**config.mk**
```make
export PLATFORM = sky130hd
export DESIGN_NAME = radix4_issue_ctrl_flat
export DESIGN_NICKNAME = d
export VERILOG_FILES = /design/src/rtl/radix4_issue_ctrl_if.sv /design/src/rtl/radix4_issue_ctrl.sv /design/src/flat_wrapper.sv
export SDC_FILE = /design/constraint.sdc
export NUM_CORES = 1
export LEC_CHECK = 0
export CAP_MARGIN = 20
export CORE_MARGIN = 8
export CORE_UTILIZATION = 48
export DETAILED_ROUTE_END_ITERATION = 12
export PLACE_DENSITY_LB_ADDON = 0.15
export SLEW_MARGIN = 20
export SYNTH_ARGS = -nofsm -noshare
export SYNTH_HDL_FRONTEND = slang
export SYNTH_SLANG_ARGS = --single-unit
```
**constraint.sdc**
```tcl
create_clock -name clk -period 3.65 [get_ports clk]
set_input_delay 0.73 -clock clk [delete_from_list [all_inputs] [get_ports clk]]
set_output_delay 0.73 -clock clk [all_outputs]
set_load 0.03 [all_outputs]
```
**src/rtl/radix4_issue_ctrl_if.sv**
```systemverilog
// Streaming bundle between the operand source, radix4_issue_ctrl, the Radix4
// multiplier and the product consumer.
// Signals: operand input (inValid/inReady/inA/inB), multiplier drive and
// return (multStart/multA/multB/multResult), product output
// (outValid/outReady/outProduct) and a busy status flag.
interface radix4_issue_ctrl_if;
    logic        inValid;
    logic        inReady;
    logic [31:0] inA;
    logic [31:0] inB;
    logic        multStart;
    logic [31:0] multA;
    logic [31:0] multB;
    logic [63:0] multResult;
    logic        outValid;
    logic        outReady;
    logic [63:0] outProduct;
    logic        busy;

    // Environment side: operand source, multiplier and product consumer.
    modport master (
        output inValid, inA, inB, multResult, outReady,
        input  inReady, multStart, multA, multB, outValid, outProduct, busy
    );

    // Sequencer side.
    modport slave (
        input  inValid, inA, inB, multResult, outReady,
        output inReady, multStart, multA, multB, outValid, outProduct, busy
    );
endinterface

```
**src/rtl/radix4_issue_ctrl.sv**
```systemverilog
// Operand FIFO + start/wait/capture sequencer wrapping the Radix4 multiplier.
// Latency: 1+START_CYCLES+MULT_LATENCY+1 edges from accept to outValid.
// Backpressure: inReady low when FIFO full; held output stalls FSM in CAPTURE.
//
// Ports: clk, rst_n (async active-low), bus (slave modport) carrying the
// operand handshake, multiplier start/operands/result, the product
// handshake and busy.
module radix4_issue_ctrl #(
    parameter int FIFO_DEPTH   = 4,
    parameter int START_CYCLES = 2,
    parameter int MULT_LATENCY = 20
) (
    input  logic                 clk,
    input  logic                 rst_n,
    radix4_issue_ctrl_if.slave   bus
);

    localparam int PW   = (FIFO_DEPTH > 1) ? $clog2(FIFO_DEPTH) : 1;
    localparam int CMAX = (START_CYCLES > MULT_LATENCY) ? START_CYCLES : MULT_LATENCY;
    localparam int CW   = $clog2(CMAX + 1);

    typedef enum logic [1:0] {
        IDLE    = 2'd0,
        LOAD    = 2'd1,
        WAIT    = 2'd2,
        CAPTURE = 2'd3
    } state_t;

    // Operand FIFO: {inA, inB} per entry.
    logic [63:0]   mem [FIFO_DEPTH];
    logic [PW-1:0] wr_ptr;
    logic [PW-1:0] rd_ptr;
    logic [PW:0]   count;
    logic          fifo_full;
    logic          fifo_empty;
    logic          push;
    logic          pop;
    logic [63:0]   head;

    state_t        state;
    logic [CW-1:0] cnt;
    logic          start_q;
    logic [31:0]   a_q;
    logic [31:0]   b_q;
    logic          out_vld_q;
    logic [63:0]   prod_q;

    assign fifo_full  = (count == (PW+1)'(FIFO_DEPTH));
    assign fifo_empty = (count == '0);
    assign push       = bus.inValid && !fifo_full;
    // The FSM is the only reader; it takes the head the moment it goes idle.
    assign pop        = (state == IDLE) && !fifo_empty;
    assign head       = mem[rd_ptr];

    // Storage needs no reset: an entry is only read after it has been written.
    always_ff @(posedge clk) begin
        if (push) begin
            mem[wr_ptr] <= {bus.inA, bus.inB};
        end
    end

    // Pointers wrap naturally since FIFO_DEPTH is a power of two.
    always_ff @(posedge clk or negedge rst_n) begin
        if (!rst_n) begin
            wr_ptr <= '0;
            rd_ptr <= '0;
            count  <= '0;
        end else begin
            if (push) begin
                wr_ptr <= wr_ptr + 1'b1;
            end
            if (pop) begin
                rd_ptr <= rd_ptr + 1'b1;
            end
            case ({push, pop})
                2'b10:   count <= count + 1'b1;
                2'b01:   count <= count - 1'b1;
                default: count <= count;
            endcase
        end
    end

    always_ff @(posedge clk or negedge rst_n) begin
        if (!rst_n) begin
            state     <= IDLE;
            cnt       <= '0;
            start_q   <= 1'b0;
            a_q       <= '0;
            b_q       <= '0;
            out_vld_q <= 1'b0;
            prod_q    <= '0;
        end else begin
            // Consumer takes the product; a capture below may refill it
            // in the same cycle, keeping outValid high.
            if (out_vld_q && bus.outReady) begin
                out_vld_q <= 1'b0;
            end
            case (state)
                IDLE: begin
                    if (!fifo_empty) begin
                        a_q     <= head[63:32];
                        b_q     <= head[31:0];
                        cnt     <= CW'(START_CYCLES - 1);
                        start_q <= 1'b1;
                        state   <= LOAD;
                    end
                end
                LOAD: begin
                    if (cnt == '0) begin
                        start_q <= 1'b0;
                        cnt     <= CW'(MULT_LATENCY - 1);
                        state   <= WAIT;
                    end else begin
                        cnt <= cnt - 1'b1;
                    end
                end
                WAIT: begin
                    if (cnt == '0) begin
                        state <= CAPTURE;
                    end else begin
                        cnt <= cnt - 1'b1;
                    end
                end
                CAPTURE: begin
                    // Stalling here is safe: the multiplier keeps its result
                    // as long as start is not raised again.
                    if (!out_vld_q || bus.outReady) begin
                        prod_q    <= bus.multResult;
                        out_vld_q <= 1'b1;
                        state     <= IDLE;
                    end
                end
                default: state <= IDLE;
            endcase
        end
    end

    assign bus.inReady    = !fifo_full;
    assign bus.multStart  = start_q;
    assign bus.multA      = a_q;
    assign bus.multB      = b_q;
    assign bus.outValid   = out_vld_q;
    assign bus.outProduct = prod_q;
    assign bus.busy       = (state != IDLE) || !fifo_empty || out_vld_q;

endmodule

```
**src/flat_wrapper.sv**
```systemverilog
// flat-port wrapper written by rule: the top's interface ports become plain ports
module radix4_issue_ctrl_flat 
#(
    parameter int FIFO_DEPTH   = 4,
    parameter int START_CYCLES = 2,
    parameter int MULT_LATENCY = 20
)
  (clk, rst_n, bus_inValid, bus_inA, bus_inB, bus_multResult, bus_outReady, bus_inReady, bus_multStart, bus_multA, bus_multB, bus_outValid, bus_outProduct, bus_busy);
  radix4_issue_ctrl_if bus_i ();
  input  logic clk;
  input  logic rst_n;
  input wire logic [$bits(bus_i.inValid)-1:0] bus_inValid;
  input wire logic [$bits(bus_i.inA)-1:0] bus_inA;
  input wire logic [$bits(bus_i.inB)-1:0] bus_inB;
  input wire logic [$bits(bus_i.multResult)-1:0] bus_multResult;
  input wire logic [$bits(bus_i.outReady)-1:0] bus_outReady;
  output wire logic [$bits(bus_i.inReady)-1:0] bus_inReady;
  output wire logic [$bits(bus_i.multStart)-1:0] bus_multStart;
  output wire logic [$bits(bus_i.multA)-1:0] bus_multA;
  output wire logic [$bits(bus_i.multB)-1:0] bus_multB;
  output wire logic [$bits(bus_i.outValid)-1:0] bus_outValid;
  output wire logic [$bits(bus_i.outProduct)-1:0] bus_outProduct;
  output wire logic [$bits(bus_i.busy)-1:0] bus_busy;
  assign bus_i.inValid = bus_inValid;
  assign bus_i.inA = bus_inA;
  assign bus_i.inB = bus_inB;
  assign bus_i.multResult = bus_multResult;
  assign bus_i.outReady = bus_outReady;
  assign bus_inReady = bus_i.inReady;
  assign bus_multStart = bus_i.multStart;
  assign bus_multA = bus_i.multA;
  assign bus_multB = bus_i.multB;
  assign bus_outValid = bus_i.outValid;
  assign bus_outProduct = bus_i.outProduct;
  assign bus_busy = bus_i.busy;
  radix4_issue_ctrl #(.FIFO_DEPTH(FIFO_DEPTH), .START_CYCLES(START_CYCLES), .MULT_LATENCY(MULT_LATENCY)) u_core (.clk(clk), .rst_n(rst_n), .bus(bus_i));
endmodule
```
# == Word level (Yosys, flattened, before mapping) ==
# Memory sizes are Yosys's and may differ from the RTL's. A register that Yosys moved wholly into a read port is not among the register bits.
# Index checks and enable logic that the tools add are counted.
# totals
inputBits,132
ram_bits,256
ff_bits,80
n_memories,1
output_inout_bits,132
# op_classes
reduce_logical,22
bitwise,1
n_eq_ne,11
addsub,5
muxes,18
# mem_list
memory,depth,width,rd,rd_ports_with_merged_regs,wr,line_no,text
u_core.mem,4,64,1,1,1,radix4_issue_ctrl.sv:30,logic [63:0] mem [FIFO_DEPTH];
# op_table
cell,count
5-bit two-way mux,3
5-bit one-hot mux with 3 select lines,1
2-bit two-way mux,4
2-bit one-hot mux with 4 select lines,1
1-bit two-way mux,7
2-bit == test (second input constant),3
2-bit by 1-bit != test with 1-bit output (second input constant),3
3-bit one-hot mux with 2 select lines,1
3-bit AND reduction,2
2-bit nonzero test,3
5-bit zero test,1
5-bit by 1-bit subtractor with 5-bit output (second input constant),1
2-bit by 1-bit adder with 2-bit output (second input constant),2
2-bit by 1-bit == test with 1-bit output (second input constant),2
1-bit zero test,4
2-bit != test (second input constant),2
2-bit AND reduction,2
4-bit AND reduction,1
3-bit by 1-bit adder with 3-bit output (second input constant),1
3-bit == test (second input constant),1
1-bit logical AND,3
3-bit zero test,1
1-bit logical OR,3
3-bit nonzero test,1
other kinds (4),4

# == Logic depth before layout (Yosys ltp) ==
# Gate-level depths: netlist (run 1).
# logic_depth
depth_word,5
ltp_mapped,11

# == Least setup slack after synthesis (run 1) ==
# Ideal clock, no wire load.
# synth_timing
path_type,register -> register
start,register u_core.count[2]
end,memory u_core.mem[0][0] (enable)
slack_ns,0.892
required_time_ns,3.221
period_less_slack_ns,2.758
t_arrival_ns,2.328
path_buffers,0
path_stages_with_launch,3
cell_sequence,dfrtp_1 -> or3b_4 -> and3_1
# synth_via
elab_chain_len,5
# synth_rtl
item,line_no,text
"start, declared",radix4_issue_ctrl.sv:33,logic [PW:0] count;
"start signal, assigned",radix4_issue_ctrl.sv:76,2'b10: count <= count + 1'b1;
"start signal, assigned",radix4_issue_ctrl.sv:77,2'b01: count <= count - 1'b1;
"start signal, assigned",radix4_issue_ctrl.sv:78,default: count <= count;
3-bit == test,radix4_issue_ctrl.sv:48,assign fifo_full = (count == (PW+1)'(FIFO_DEPTH));
1-bit zero test,n/a,
net bus_inReady,flat_wrapper.sv:17,output wire logic [$bits(bus_i.inReady)-1:0] bus_inReady;
1-bit logical AND,radix4_issue_ctrl.sv:50,assign push = bus.inValid && !fifo_full;
1-bit two-way mux,radix4_issue_ctrl.sv:57,if (push) begin
1-bit two-way mux (implied by the code),radix4_issue_ctrl.sv:58,"mem[wr_ptr] <= {bus.inA, bus.inB};"
"end, declared",radix4_issue_ctrl.sv:30,
# The timed path passes the listed nets, and every way through them passes these cells.

# == Worst setup path after layout (run 1) ==
# layout_timing
start,register u_core.state[0]
end,output port bus_busy
# layout_via
elab_chain_len,3
# layout_rtl
item,line_no,text
"start, declared",radix4_issue_ctrl.sv:40,state_t state;
"start signal, assigned",radix4_issue_ctrl.sv:85,state <= IDLE;
"start signal, assigned",radix4_issue_ctrl.sv:105,state <= LOAD;
"start signal, assigned",radix4_issue_ctrl.sv:112,state <= WAIT;
2-bit nonzero test,radix4_issue_ctrl.sv:144,assign bus.busy = (state != IDLE) || !fifo_empty || out_vld_q;
1-bit logical OR (2 in series),radix4_issue_ctrl.sv:144,
"end, declared",flat_wrapper.sv:23,output wire logic [$bits(bus_i.busy)-1:0] bus_busy;
# No other way between the ends.

==> results.py, run 1 <==
metrics = {
    "status": {
        "status": "finished, final reports clean",
    },
    "finish": {
        "final_nets": 1261,
        "drive_above_1_share_pct": 13.8,
        "final_area_um2": 19500,
        "fillers": 2188,
        "area_delta_synth_final_pct": 30.3,
        "final_cells": 1547,
        "multi_input_area_um2": 3490,
        "register_area_um2": 11300,
    },
    "detailed_routing": {
        "final_antenna_net_count": 0,
        "firstDrtPassIters": 4,
        "dr_total_vias": 7953,
        "viasPerCell": 5.14,
        "drc": 0,
        "drt_iter0_markers": 423,
        "detail_route.wl_per_cell_um": 21.3,
        "wl_um": 32900,
    },
    "grt": {
        "grt_first_pass_wirelength_um": 50400,
        "grt_max_degree": 67,
        "gr-total-overflow": 0,
        "grt_usage_pct": 17.6,
        "antenna_found_initial": 0,
        "grt_pass1_vias": 8582,
    },
    "run": {
        "drv_cap": 0,
    },
    "sta": {
        "relSlewSlack_pct": 34.0,
        "rsz0062_at_grt": "no",
        "hold_violations": 0,
        "fin_worst_skew_ns": 0.0164,
        "tns_ns": 0,
        "max_freq_mhz": 296,
        "worst_pin_slew_ns": 0.990,
        "drv_slew": 0,
        "fin_crit_sh_pct": 92.4,
        "fin_crit_ns": 3.37,
        "setup_viol": 0,
    },
    "power": {
        "p_leak_nw": 7.37,
        "power_density_nw_per_um2": 930,
        "p_total_mw": 18.2,
        "irDropWorstVdd_mv": 0.551,
    },
    "floorplanning": {
        "io_pins": 264,
        "dieArea_um2": 37100,
        "fp.dieW_um": 193,
        "core_um2": 30700,
        "initial_core_util_pct": 48.8,
        "row_count": 64,
        "die-height_um": 193,
    },
    "critical_path": {
        "cp_slowest_cell": "clkdlybuf4s50_1",
        "r2r_end": "u_core.count[2]$_DFFE_PN0P_",
        "path_cells": "inv_1 > ha_1 > nor4b_2 > nand2b_1 > clkdlybuf4s50_1",
        "reg2reg_from": "u_core.count[2]$_DFFE_PN0P_",
        "endpoint_kind": "primary output",
        "reg2regPathDepth": 9,
        "crit_path_max_incr_delay_ns": 0.64,
        "cp_max_fo": 6,
        "critPathKind": "flip-flop to primary output",
        "reg2reg_slack_ns": 1.35,
        "crit_path_start": "u_core.state[0]$_DFFE_PN0P_",
        "crit_path_start_kind": "flip-flop",
        "cp_data_required_time_ns": 2.92,
        "crit_arrival_ns": 2.64,
    },
    "clock_network": {
        "cts_resized": 0,
        "cts_sinks": 400,
        "holdBufCountCts": 0,
        "path_clk_slew_ns": 0.06,
        "htreeDepth": 2,
        "cts_tree": "yes",
        "root_buffer": "clkbuf_16",
        "cts.path.max_buffers": 3,
        "insertion_delay_ns": 0.52,
        "cts_setup_buffers": 0,
        "numCtsBuffers": 41,
    },
    "yosys": {
        "synthCells": 834,
        "syn_nets": 978,
        "syn-cell-area_um2": 15000,
        "yosys_warnings": 0,
        "yosysTopAreaCell": "edfxtp_1",
        "synth_top_area_share_pct": 51.3,
        "netlist_top_cells_area": "edfxtp_1 51%, dfrtp_1 24%, mux4_2 9.6%",
        "synth_edf_count": 256,
        "yosysUniqueCellTypes": 44,
        "post-synth-top-count-cell": "edfxtp_1",
        "synthFlopType": "edfxtp_1",
        "yosysSeqAreaShare_pct": 75.4,
        "synth_commonest_cells": "256 x edfxtp_1, 198 x nand2_1, 144 x dfrtp_1",
        "syn_avg_cell_area_um2": 18.0,
        "synth-seq-cells": 400,
        "async_flop_share_pct": 36.0,
    },
    "placed_design": {
        "dp_hpwl_um": 21500,
        "gp_congestion": 0.778,
        "placed_cells_incl_taps": 1470,
        "dpl_cell_area_um2": 18100,
        "place.port_buffers": 263,
    },
    "worst_hold_path": {
        "hp-class": "input port to async pin",
    },
}
==> sequential cells by signal, indices dropped and copies added, names as in the netlist <==
| register | cells |
|---|---|
| u_core.bus.multStart | 1 |
| u_core.cnt | 5 |
| u_core.bus.multA | 32 |
| u_core.mem | 256 |
| u_core.bus.outProduct | 64 |
| u_core.wr_ptr | 2 |
| u_core.bus.outValid | 1 |
| u_core.rd_ptr | 2 |
| u_core.count | 3 |
| u_core.state | 2 |
| u_core.bus.multB | 32 |
==> cell families after synthesis <==
logic type | Yosys count | share of synthesized area (%)
DFF | 400 | 75.4
and+or+nand+nor | 222 | 6.11
muxes | 131 | 14.7
buffers and inverters | 46 | 1.53
AOI/OAI and AO/OA | 17 | 0.910
adders and majority gates | 12 | 1.05
xor gates and xnor gates | 6 | 0.351
==> through the flow <==
step                      utilization (%)  hold slack [ns]  setup WS, ns
after detailed placement             59.1            0.463         0.800
after global placement               59.1            0.460         0.867
after global routing                 63.6            0.224         0.148
after CTS                            63.6            0.207         0.223
after floorplan                         -            0.434         0.892
final                                63.6            0.200         0.277
==> worst max-delay path by stage <==
stage | to | slack (ns) | cells after the start
after detailed placement | bus_busy | 0.80 | 5
after global routing | bus_busy | 0.15 | 5
after global placement | bus_busy | 0.87 | 5
final | bus_busy | 0.28 | 5
after floorplan | u_core.mem[0][0]$_DFFE_PP_ | 0.89 | 2
after CTS | bus_busy | 0.22 | 5
==> power by group <==
group	total, mW	leakage [nW]	internal, mW	switching (mW)
Combinational	6.77	2.62	3.03	3.74
Clock	4.22	0.677	2.55	1.67
Sequential	7.18	4.07	6.31	0.867
==> layer usage <==
metal	share of wire [%]	track usage (%)	wire [µm]	vias up
li1	-	-	-	3662
met1	41	22.4	13300	3999
met2	49	29.9	16200	253
met3	8.7	4.59	2850	39
met4	1.5	4.00	501	0
met5	0	0	0	-
==> critical path: cells and delay by family, from the launching register on <==
family        cells  cell delay (ns)
buf+inv           2             0.77
simple gates      2             0.70
fa+ha+maj         1             0.25
flops             1             0.41
==> layout by cell type, fill, tap and decap left out, types with 2 or more instances in the layout <==
cell and count:
clkdlybuf4s50_1 262, edfxtp_1 256, nand2_1 197, dfrtp_1 142
mux4_2 64, mux2_1 61, clkbuf_16 44, inv_1 11
ha_1 11, clkbuf_1 10, buf_12 7, clkinv_2 6
clkbuf_8 6, nor2_1 5, and3_4 4, xnor2_1 4
mux2_2 4, buf_4 4, o211ai_1 3, clkinv_1 3
bufinv_16 3, nor4b_2 2, nand2b_1 2, nor3_1 2
nor4_1 2, a22o_1 2, a21oi_1 2, xor2_1 2
clkinvlp_4 2, dfrtp_4 2
==> layout make-up <==
| type | instances | share of cell area [%] |
|---|---|---|
| Antenna cell | 1 | 0.0128 |
| Sequential cell | 400 | 57.9 |
| Clock inverter | 15 | 0.795 |
| Inverter | 12 | 0.231 |
| Multi-Input combinational cell | 388 | 17.9 |
| Clock buffer | 61 | 6.29 |
| Tap cell | 396 | 2.54 |
| Timing Repair Buffer | 274 | 14.4 |
(Power assumes the default switching activity.)
==> run 2, diff against run 1 <==
Settings changed: CTS_BUF_LIST from default to sky130_fd_sc_hd__clkbuf_2 sky130_fd_sc_hd__clkbuf_4 sky130_fd_sc_hd__clkbuf_8, HOLD_SLACK_MARGIN from default to 0.06.
==> results.py, run 2 (same netlist as run 1, synthesis figures left out) <==
metrics = {
    "critical_path": {
        "cp_data_required_time_ns": 2.92,
        "reg2reg_from": "u_core.count[2]$_DFFE_PN0P_",
        "endpoint_kind": "primary output",
        "crit_path_max_incr_delay_ns": 0.63,
        "path_cells": "inv_1 > ha_1 > nor4b_2 > nand2b_1 > clkdlybuf4s50_1",
        "crit_path_start_kind": "flip-flop",
        "crit_path_start": "u_core.state[0]$_DFFE_PN0P_",
        "cp_slowest_cell": "clkdlybuf4s50_1",
        "cp_max_fo": 6,
        "reg2reg_slack_ns": 1.35,
        "reg2regPathDepth": 9,
        "critPathKind": "flip-flop to primary output",
        "crit_arrival_ns": 2.68,
    },
    "finish": {
        "mostFrequentLayoutCell": "clkdlybuf4s50_1",
        "largest_register_ffs": 256,
        "drive_above_1_share_pct": 17.6,
        "top_register": "u_core.mem",
        "utilization_pct": 63.5,
        "final_cells": 1592,
        "area_delta_synth_final_pct": 30.1,
        "final_cell_mix": "262 x clkdlybuf4s50_1, 256 x edfxtp_1, 197 x nand2_1, 142 x dfrtp_1, 72 x clkbuf_8",
        "final_nets": 1286,
    },
    "floorplanning": {
        "initial_core_util_pct": 48.8,
        "row_count": 64,
        "fp.dieW_um": 193,
        "dieArea_um2": 37100,
        "io_pins": 264,
        "core_um2": 30700,
        "die-height_um": 193,
    },
    "placed_design": {
        "place.port_buffers": 263,
        "placed_cells_incl_taps": 1470,
        "gp_congestion": 0.778,
        "dp_hpwl_um": 21500,
    },
    "grt": {
        "antenna_found_initial": 1,
        "grt_max_degree": 67,
        "gr-total-overflow": 0,
        "grt_first_pass_wirelength_um": 51100,
        "grt_usage_pct": 17.9,
        "grt_pass1_vias": 8845,
    },
    "run": {
        "drv_cap": 0,
    },
    "clock_network": {
        "cts_tree": "yes",
        "cts_sinks": 400,
        "htreeDepth": 3,
        "holdBufCountCts": 0,
        "cts_resized": 0,
        "insertion_delay_ns": 0.57,
        "root_buffer": "clkbuf_8",
        "cts.path.max_buffers": 3,
        "path_clk_slew_ns": 0.06,
        "cts_setup_buffers": 0,
        "numCtsBuffers": 66,
    },
    "sta": {
        "drv_slew": 0,
        "setup_viol": 0,
        "hold_ws_ns": 0.132,
        "fin_crit_sh_pct": 93.3,
        "fin_worst_skew_ns": 0.0251,
        "tns_ns": 0,
        "fin_crit_ns": 3.41,
        "worst_pin_slew_ns": 0.979,
        "hold_violations": 0,
        "relSlewSlack_pct": 34.8,
        "max_freq_mhz": 294,
        "rsz0062_at_grt": "no",
    },
    "detailed_routing": {
        "detail_route.wl_per_cell_um": 20.9,
        "drt_iter0_markers": 379,
        "viasPerCell": 5.12,
        "drc": 0,
        "firstDrtPassIters": 5,
        "wl_um": 33200,
        "dr_total_vias": 8150,
        "final_antenna_net_count": 0,
    },
    "power": {
        "power_density_nw_per_um2": 918,
        "p_total_mw": 17.9,
        "irDropWorstVdd_mv": 0.474,
        "p_leak_nw": 7.40,
    },
    "worst_hold_path": {
        "hp-class": "input port to async pin",
    },
    "status": {
        "status": "finished, final reports clean",
    },
}
==> run 2: cell count changes in the layout (fill, tap and decap cells not counted), sizes merged <==
cell,previous run,this run
clkinv,9,8
clkbuf,61,105
inv,13,14
bufinv,3,1
diode,1,2
clkinvlp,2,4
==> run 2: worst paths after layout <==
check | end
worst max-delay path | bus_busy
worst min-delay path | u_core.bus.outProduct[26]$_DFFE_PN0P_
worst max register to register | u_core.count[2]$_DFFE_PN0P_
worst min register to register | u_core.bus.multB[13]$_DFFE_PN0P_
max in group asynchronous | u_core.bus.multB[17]$_DFFE_PN0P_
min in group clk | u_core.bus.multB[13]$_DFFE_PN0P_
==> run 2: power breakdown <==
part	total [mW]	switching (mW)	internal, mW
sequential	7.18	0.864	6.31
clock	3.94	1.70	2.23
combinational	6.77	3.75	3.02
==> run 2: metal layers <==
| metal | track usage [%] | up-vias | wire [µm] |
|---|---|---|---|
| li1 | - | 3729 | - |
| met1 | 22.4 | 4091 | 13400 |
| met2 | 29.8 | 278 | 16100 |
| met3 | 5.33 | 52 | 3150 |
| met4 | 5.52 | 0 | 590 |
| met5 | 0 | - | 0 |
==> run 2: stage by stage <==
step	area, µm²	setup WS, ns
after floorplan	15000	0.892
after global placement	18100	0.867
after detailed placement	18100	0.800
after CTS	19500	0.149
after global routing	19500	0.0809
final	19500	0.245
==> run 2: area by class of cell <==
type                       count  area, µm²
multi-input combinational    388       3490
sequential                   400      11300
clock buffer                 105       1240
clock inverter                15        113
antenna                        2       5.00
inverter                      12       45.0
fill                        2215      11200
tap                          396        495
timing repair buffer         274       2800
==> run 2: worst max-delay path: cells and delay by family, from the launching register on <==
family                     cells  cell delay [ns]
adders and majority gates      1             0.25
DFF                            1             0.41
and+or+nand+nor                2             0.68
buffers and inverters          2             0.77
==> run 3, diff against run 2 <==
Clock period 3.65 ns to 4.4 ns, I/O delays scaled along.
==> results.py, run 3 (same netlist as run 1, synthesis figures left out) <==
metrics = {
    "sta": {
        "setup_viol": 0,
        "fin_worst_skew_ns": 0.0318,
        "drv_slew": 0,
        "fin_crit_ns": 3.53,
        "rsz0062_at_grt": "no",
        "relSlewSlack_pct": 31.0,
        "tns_ns": 0,
        "hold_ws_ns": 0.332,
        "fin_crit_sh_pct": 80.2,
        "max_freq_mhz": 283,
        "worst_pin_slew_ns": 1.03,
        "hold_violations": 0,
    },
    "critical_path": {
        "cp_max_fo": 6,
        "crit_path_start_kind": "flip-flop",
        "critPathKind": "flip-flop to primary output",
        "crit_path_max_incr_delay_ns": 0.64,
        "reg2reg_from": "u_core.count[1]$_DFFE_PN0P_",
        "critPathTopFamily": "buffers and inverters",
        "path_cells": "inv_1 > ha_1 > nor4b_2 > nand2b_1 > clkdlybuf4s50_1",
        "crit_arrival_ns": 2.65,
        "cp_slowest_cell": "clkdlybuf4s50_1",
        "r2r_end": "u_core.count[2]$_DFFE_PN0P_",
        "cp_data_required_time_ns": 3.52,
        "reg2reg_slack_ns": 2.10,
        "crit_buf_inv": 2,
        "reg2regPathDepth": 9,
        "endpoint_kind": "primary output",
    },
    "power": {
        "irDropWorstVdd_mv": 0.445,
        "power_density_nw_per_um2": 764,
        "p_leak_nw": 7.39,
    },
    "finish": {
        "final_cell_mix": "262 x clkdlybuf4s50_1, 256 x edfxtp_1, 197 x nand2_1, 142 x dfrtp_1, 78 x clkbuf_8",
        "final_cells": 1587,
        "top_register": "u_core.mem",
        "mostFrequentLayoutCell": "clkdlybuf4s50_1",
        "final_nets": 1282,
        "area_delta_synth_final_pct": 29.8,
        "largest_register_ffs": 256,
        "num_antenna_cells": 0,
        "drive_above_1_share_pct": 17.8,
    },
    "floorplanning": {
        "initial_core_util_pct": 48.8,
        "fp.dieW_um": 193,
        "core_um2": 30700,
        "io_pins": 264,
        "dieArea_um2": 37100,
        "row_count": 64,
        "die-height_um": 193,
    },
    "grt": {
        "use_met1_pct": 21.9,
        "grt_pass1_vias": 8730,
        "grt.busiest_layer": "met2",
        "grt_max_degree": 75,
        "gr-total-overflow": 0,
        "use_met3_pct": 5.28,
        "grt_first_pass_wirelength_um": 49500,
        "grt_usage_pct": 17.4,
        "antenna_found_initial": 1,
        "met2_usage_pct": 28.6,
    },
    "clock_network": {
        "cts.path.max_buffers": 3,
        "cts_tree": "yes",
        "htreeDepth": 3,
        "root_buffer": "clkbuf_8",
        "insertion_delay_ns": 0.58,
        "cts_sinks": 400,
        "path_clk_slew_ns": 0.06,
        "numCtsBuffers": 66,
        "holdBufCountCts": 0,
        "cts_resized": 0,
        "cts_setup_buffers": 0,
    },
    "detailed_routing": {
        "detail_route.wl_per_cell_um": 20.5,
        "drt_iter0_markers": 471,
        "dr_total_vias": 8109,
        "wl_um": 32500,
        "firstDrtPassIters": 5,
        "viasPerCell": 5.11,
        "drc": 0,
        "final_antenna_net_count": 0,
    },
    "run": {
        "drv_cap": 0,
    },
    "placed_design": {
        "gp_congestion": 0.774,
        "dp_hpwl_um": 20400,
        "place.port_buffers": 263,
        "placed_cells_incl_taps": 1466,
    },
    "status": {
        "status": "finished, final reports clean",
    },
    "worst_hold_path": {
        "hp-class": "input port to async pin",
    },
}
==> run 3: worst max path at each step <==
stage                                      from                    endpoint  slack (ns)  cells after the start
floorplan                           bus_inValid  u_core.mem[0][0]$_DFFE_PP_        1.55                      1
global placement    u_core.state[0]$_DFFE_PN0P_                    bus_busy        1.49                      5
detailed placement  u_core.state[0]$_DFFE_PN0P_                    bus_busy        1.41                      5
CTS                 u_core.state[0]$_DFFE_PN0P_                    bus_busy        0.79                      5
global route        u_core.state[0]$_DFFE_PN0P_                    bus_busy        0.67                      5
finish              u_core.state[0]$_DFFE_PN0P_                    bus_busy        0.87                      5
==> run 3: final cells by class <==
cell class	count	area, µm²
multi-input cells	388	3490
clock buffers	109	1310
clock inverters	12	103
flip-flops and latches	400	11300
fillers	2233	11200
repair buffers	270	2700
well taps	396	495
inverters	12	45.0
==> run 3: metal layers <==
layer	wire, µm	vias up	part of all wire (%)
li1	-	3723	-
met1	13200	4055	41
met2	15600	283	48
met3	3150	48	9.7
met4	523	0	1.6
met5	0	-	0
==> run 3: worst register-to-register path: stages, from the launching register on <==
cell and delay (ns):
dfrtp_1 0.46, or3b_4 0.47, and2_4 0.19, inv_1 0.05, ha_1 0.17, inv_1 0.06
fa_1 0.40, xor2_1 0.15, nor2_1 0.12, xor2_1 0.15
==> run 3: where the power goes <==
part	switching, mW	internal, mW	total, mW
sequential	0.734	5.25	5.98
clock	1.42	1.94	3.36
combinational	3.05	2.45	5.50
total	5.20	9.64	14.8
==> run 3: metrics by stage <==
step           setup WS (ns)  power (mW)  utilization (%)  area (µm²)
3_5_place_dp            1.41        11.7             58.8       18000
3_3_place_gp            1.49        11.6             58.8       18000
5_1_grt                0.672        15.7             63.4       19400
6_report               0.870        14.8             63.4       19400
4_1_cts                0.794        15.1             63.4       19400
2_1_floorplan           1.55        9.47                -       15000
